--- src/rtl/reg_scoreboard_pkg.sv ---
// Shared types for the issue scoreboard: register address, data word,
// architectural register count and the pending-counter width helper.
package reg_scoreboard_pkg;

    typedef logic [4:0]  RegAddress;
    typedef logic [31:0] Word;

    localparam int REG_COUNT = 1 << $bits(RegAddress);

    function automatic int cnt_width(input int max_pending);
        return $clog2(max_pending + 1);
    endfunction

endpackage

--- src/rtl/reg_pending_counter.sv ---
// Saturating up/down counter of outstanding writes to one register.
// A decrement at zero holds the count and pulses underflow_o.
module reg_pending_counter #(
    parameter int MAX_PENDING = 3,
    parameter int W           = $clog2(MAX_PENDING + 1)
) (
    input  logic clk,
    input  logic reset,
    input  logic inc_i,
    input  logic dec_i,
    output logic nonzero_o,
    output logic full_o,
    output logic one_o,
    output logic underflow_o
);

    logic [W-1:0] count_q;
    logic [W-1:0] count_d;

    localparam logic [W-1:0] MaxCnt = W'(MAX_PENDING);
    localparam logic [W-1:0] OneCnt = W'(1);

    always_comb begin
        count_d     = count_q;
        underflow_o = 1'b0;
        if (inc_i && !dec_i) begin
            if (count_q != MaxCnt) begin
                count_d = count_q + OneCnt;
            end
        end else if (dec_i && !inc_i) begin
            if (count_q == '0) begin
                underflow_o = 1'b1;
            end else begin
                count_d = count_q - OneCnt;
            end
        end
    end

    always_ff @(posedge clk or posedge reset) begin
        if (reset) begin
            count_q <= '0;
        end else begin
            count_q <= count_d;
        end
    end

    assign nonzero_o = (count_q != '0);
    assign full_o    = (count_q == MaxCnt);
    assign one_o     = (count_q == OneCnt);

endmodule

--- src/rtl/reg_scoreboard.sv ---
// In-order issue scoreboard; stalls on RAW and pending-write overflow.
// SCOREBOARD_WB_BYPASS_EN lets a same-cycle last writeback clear a RAW stall.
module reg_scoreboard
    import reg_scoreboard_pkg::*;
#(
    parameter int MAX_PENDING = 3
) (
    input  logic      clk,
    input  logic      reset,
    input  logic      issue_valid,
    input  RegAddress issue_rs1,
    input  RegAddress issue_rs2,
    input  logic      issue_uses_rs1,
    input  logic      issue_uses_rs2,
    input  RegAddress issue_rd,
    input  logic      issue_writes_rd,
    output logic      issue_ready,
    input  logic      wb_valid,
    input  RegAddress wb_rd,
    output logic [31:0] busy,
    output logic      underflow
);

    logic [REG_COUNT-1:0] nonzero;
    logic [REG_COUNT-1:0] full;
    logic [REG_COUNT-1:0] one;
    logic [REG_COUNT-1:0] inc;
    logic [REG_COUNT-1:0] dec;
    logic [REG_COUNT-1:0] uf;

    logic underflow_q;
    logic underflow_d;
    logic haz_rs1;
    logic haz_rs2;
    logic haz_rd;
    logic fire;

    assign nonzero[0] = 1'b0;
    assign full[0]    = 1'b0;
    assign one[0]     = 1'b0;
    assign inc[0]     = 1'b0;
    assign dec[0]     = 1'b0;
    assign uf[0]      = 1'b0;

    for (genvar i = 1; i < REG_COUNT; i++) begin : g_cnt
        assign inc[i] = fire && (issue_rd == RegAddress'(i));
        assign dec[i] = wb_valid && (wb_rd == RegAddress'(i));

        reg_pending_counter #(
            .MAX_PENDING(MAX_PENDING),
            .W          (cnt_width(MAX_PENDING))
        ) u_cnt (
            .clk        (clk),
            .reset      (reset),
            .inc_i      (inc[i]),
            .dec_i      (dec[i]),
            .nonzero_o  (nonzero[i]),
            .full_o     (full[i]),
            .one_o      (one[i]),
            .underflow_o(uf[i])
        );
    end

`ifdef SCOREBOARD_WB_BYPASS_EN
    // Last outstanding write retiring now is forwarded to decode.
    logic byp_rs1;
    logic byp_rs2;
    assign byp_rs1 = wb_valid && (wb_rd == issue_rs1) && one[issue_rs1];
    assign byp_rs2 = wb_valid && (wb_rd == issue_rs2) && one[issue_rs2];
`else
    logic byp_rs1;
    logic byp_rs2;
    assign byp_rs1 = 1'b0;
    assign byp_rs2 = 1'b0;
`endif

    assign haz_rs1 = issue_uses_rs1 && (issue_rs1 != '0)
                  && nonzero[issue_rs1] && !byp_rs1;
    assign haz_rs2 = issue_uses_rs2 && (issue_rs2 != '0)
                  && nonzero[issue_rs2] && !byp_rs2;
    assign haz_rd  = issue_writes_rd && (issue_rd != '0) && full[issue_rd];

    assign issue_ready = !(haz_rs1 || haz_rs2 || haz_rd);
    assign fire = issue_valid && issue_ready && issue_writes_rd
               && (issue_rd != '0);

    assign underflow_d = underflow_q || (|uf);

    always_ff @(posedge clk or posedge reset) begin
        if (reset) begin
            underflow_q <= 1'b0;
        end else begin
            underflow_q <= underflow_d;
        end
    end

    assign busy      = nonzero;
    assign underflow = underflow_q;

endmodule

--- config.mk ---
export PLATFORM = sky130hd
export DESIGN_NAME = reg_scoreboard
export DESIGN_NICKNAME = d
export VERILOG_FILES = /design/src/rtl/reg_scoreboard_pkg.sv /design/src/rtl/reg_pending_counter.sv /design/src/rtl/reg_scoreboard.sv
export SDC_FILE = /design/constraint.sdc
export NUM_CORES = 1
export LEC_CHECK = 0
export ABC_AREA = 1
export CAP_MARGIN = 0
export CORE_ASPECT_RATIO = 1.25
export CORE_UTILIZATION = 33
export DETAILED_ROUTE_END_ITERATION = 10
export HOLD_SLACK_MARGIN = 0.03
export MAX_ROUTING_LAYER = met4
export PLACE_DENSITY = 0.49
export SLEW_MARGIN = 10
export SYNTH_ARGS = -nofsm -noshare
export SYNTH_HDL_FRONTEND = slang
export SYNTH_SLANG_ARGS = --single-unit
--- constraint.sdc ---
create_clock -name clk -period 3.11 [get_ports clk]
set_input_delay 0.933 -clock clk [delete_from_list [all_inputs] [get_ports clk]]
set_output_delay 0.933 -clock clk [all_outputs]
set_load 0.03 [all_outputs]
==> impl_metrics.py, run 1 <==
metrics = {
    "outcome": {
        "status": "finished with violations",
        "violations": "setup timing",
    },
    "critical_path": {
        "path_delay_family": "simple AND/OR/NAND/NOR gates",
        "worstPathArrival_ns": 2.23,
        "crit_path_end_kind": "output pin",
        "path_buf_inv": 4,
        "cp-start-kind": "input port",
        "reg2reg_slack_ns": 0.21,
        "path_cells": "buf_12 > buf_6 > nor2_4 > nand2_2 > nand3_2 > nand2_1 > nand3_1 > o21bai_1 > nand3_1 > nand2_2 > nor2_4 > buf_12 > buf_8",
        "crit_path_top_delay_cell": "nor2_4",
        "slowest_delay_ns": 0.17,
        "required_ns": 2.18,
        "reg2reg_to": "g_cnt[21].u_cnt.count_q[0]",
        "r2r_start": "g_cnt[21].u_cnt.count_q[0]",
        "critPathKind": "in -> out",
        "crit_fanout": 5,
        "rr_worst_depth": 20,
    },
    "floorplan": {
        "coreArea_mm2": 0.0163,
        "ios": 61,
        "die_height_um": 146,
        "die_x_um": 117,
        "die_area_mm2": 0.0172,
        "rows": 52,
        "initial_core_util_pct": 33.8,
    },
    "finish": {
        "drive_above_1_share_pct": 18.3,
        "mostFrequentLayoutCells": "nand2_1, nor2_1, inv_1",
        "final_common_cell": "nand2_1",
        "nets": 1081,
        "fin_cells": 1274,
        "diodes": 0,
        "syn_to_final_growth_pct": 35.2,
    },
    "cts": {
        "clockBufferDepth": 2,
        "cts-root-buf": "clkbuf_16",
        "cts_buffers": 9,
        "cts.sinks": 63,
        "clk-insertion-delay-late_ns": 0.35,
        "htreeDepth": 3,
        "cts_tree": "yes",
        "path_clk_slew_ns": 0.06,
    },
    "routing": {
        "drcViolationCount": 0,
        "drt_first_pass_iters": 5,
        "ant_nets": 0,
        "wl_per_cell_um": 15.2,
        "routed_wl_mm": 19.3,
        "vias": 5947,
        "vias_per_cell": 4.67,
        "drtIter0Drc": 351,
    },
    "hold_path": {
        "hold_class": "reg -> reg",
        "holdPathEnd": "g_cnt[13].u_cnt.count_q[0]",
        "hp-start": "g_cnt[13].u_cnt.count_q[0]",
        "whs_path_depth": 1,
    },
    "synth": {
        "synth_xor_area_share_pct": 4.94,
        "yosys_register_bits": 63,
        "synth_fp_nets": 955,
        "synth_compound_area_share_pct": 8.66,
        "synth_area_mm2": 0.00549,
        "ys_warn_count": 0,
        "synthSimpleGateAreaFrac_pct": 42.1,
        "yosys.area_share.adder_pct": 0,
        "syn_avg_cell_area_um2": 5.92,
        "syn_inst": 928,
        "ys_seq_area_share_pct": 28.7,
        "synth_top_family_by_area": "simple AND/OR/NAND/NOR gates",
        "synth_cell_types": 25,
        "synth.area.mux_share_pct": 0,
    },
    "grt": {
        "grt-ovfl-total": 0,
        "grt_max_degree": 30,
        "grtUsageTotal_pct": 23.9,
        "grt_pass1_vias": 5691,
        "antenna_found_initial": 0,
        "grt_pass1_wl_mm": 30.1,
    },
    "sta": {
        "min_period_ns": 3.17,
        "min_period_over_period_pct": 102,
        "setup_viol": 1,
        "slew_viol_final": 0,
        "fmax_ghz": 0.316,
        "rsz0062_at_grt": "yes",
        "fin_worst_skew_ns": 0.00585,
        "worst_slack_ns": -0.0552,
        "hold_viol_final": 0,
    },
    "power": {
        "clockPowerShare_pct": 22.7,
        "leakage_nw": 3.67,
        "total_power_w": 0.00435,
        "vdd_drop_max_mv": 0.316,
        "power_density_mw_per_mm2": 586,
        "switchingPower_w": 0.00194,
        "power_frac_seq_pct": 27.4,
        "combPwrFrac_pct": 49.9,
        "internal_power_w": 0.00241,
        "swShare_pct": 44.6,
    },
    "placed_design": {
        "dp_cells": 1241,
        "io_buffers": 59,
        "finalWeightedCongestion": 0.905,
        "dpl.hpwl_mm": 15.8,
    },
    "run": {
        "cap_violations": 0,
    },
}
## state kept, by name, summed over array words and instances, names as in the netlist
| signal | flops |
|---|---|
| g_cnt.u_cnt.count_q | 62 |
| underflow | 1 |
## power groups by stage
stage,sequential [W],clock (W),combinational (W)
final,0.00119,0.000990,0.00217
after global routing,0.00122,0.00105,0.00235
after CTS,0.00119,0.00101,0.00216
after detailed placement,0.00120,0,0.00210
after global placement,0.00120,0,0.00210
after floorplan,0.00116,0,0.00145
## synthesized netlist by cell type, drive strengths merged
cell type / count / area, um2
nand3: 113 / 566
conb: 1 / 3.75
dfrtp: 63 / 1580
a21oi: 16 / 80.1
or2: 18 / 113
clkinv: 2 / 7.51
clkbuf: 10 / 37.5
o41ai: 2 / 17.5
inv: 134 / 503
nand2: 251 / 945
nor2: 148 / 566
o211ai: 1 / 7.51
o21bai: 2 / 15.0
nor3: 10 / 50.1
o21ai: 71 / 355
buf: 43 / 304
and2: 12 / 75.1
xor2: 31 / 272
## per-layer routing
metal	GRT usage, %	up-vias	routed length [um]
met1	29.0	2693	8650
met3	2.66	37	631
met2	39.2	121	9200
met5	-	-	0
li1	-	3096	-
met4	12.3	0	836
## area by class of cell
type	instances	area (um2)
inverters	136	528
repair buffers	168	1500
multi-input cells	676	3270
clock buffers	11	233
flip-flops and latches	63	1580
well taps	216	270
clock inverters	4	47.5
fillers	1770	8840
## through the flow
step	instance area, um2	setup WS (ns)	setup TNS [ns]	utilization (%)	hold WS, ns
2_1_floorplan	5500	0.0202	0	-	0.442
3_3_place_gp	6750	-0.720	-24.02	41.5	0.458
3_5_place_dp	6750	-0.748	-26.65	41.5	0.460
4_1_cts	7310	-0.0313	-0.0313	44.9	0.470
5_1_grt	7430	-0.152	-0.261	45.7	0.478
6_report	7430	-0.0552	-0.0552	45.7	0.466
## timing repair
item / in CTS / in global routing
hold buffers: 0 / 0
gates resized for setup: 108 / 27
pin swaps: 31 / 20
endpoints found under the setup margin: 46 / 4
buffers inserted: 17 / 3
## kinds of logic (layout without fill, tap and decap cells)
family	after synthesis	in the layout
simple gates	552	552
buf+inv	189	319
compound gates	92	92
flops	63	63
xor+xnor	31	31
other cells	1	1
## worst max-delay path by stage
| stage | from | end | slack, ns | cells past startpoint |
|---|---|---|---|---|
| 4_1_cts | issue_rs1[0] | issue_ready | -0.03 | 14 |
| 2_1_floorplan | issue_rs2[0] | issue_ready | 0.02 | 11 |
| 6_report | issue_rd[0] | issue_ready | -0.06 | 13 |
| 3_5_place_dp | issue_rd[0] | issue_ready | -0.75 | 13 |
| 5_1_grt | issue_rd[0] | issue_ready | -0.15 | 15 |
| 3_3_place_gp | issue_rd[0] | issue_ready | -0.72 | 13 |
Power figures use the tool's default switching activity.
==> run 2: changes to the inputs <==
CAP_MARGIN = default   (was 0)
==> results of run 2 <==
Final layout, timing and power as in run 1 (identical DEF).
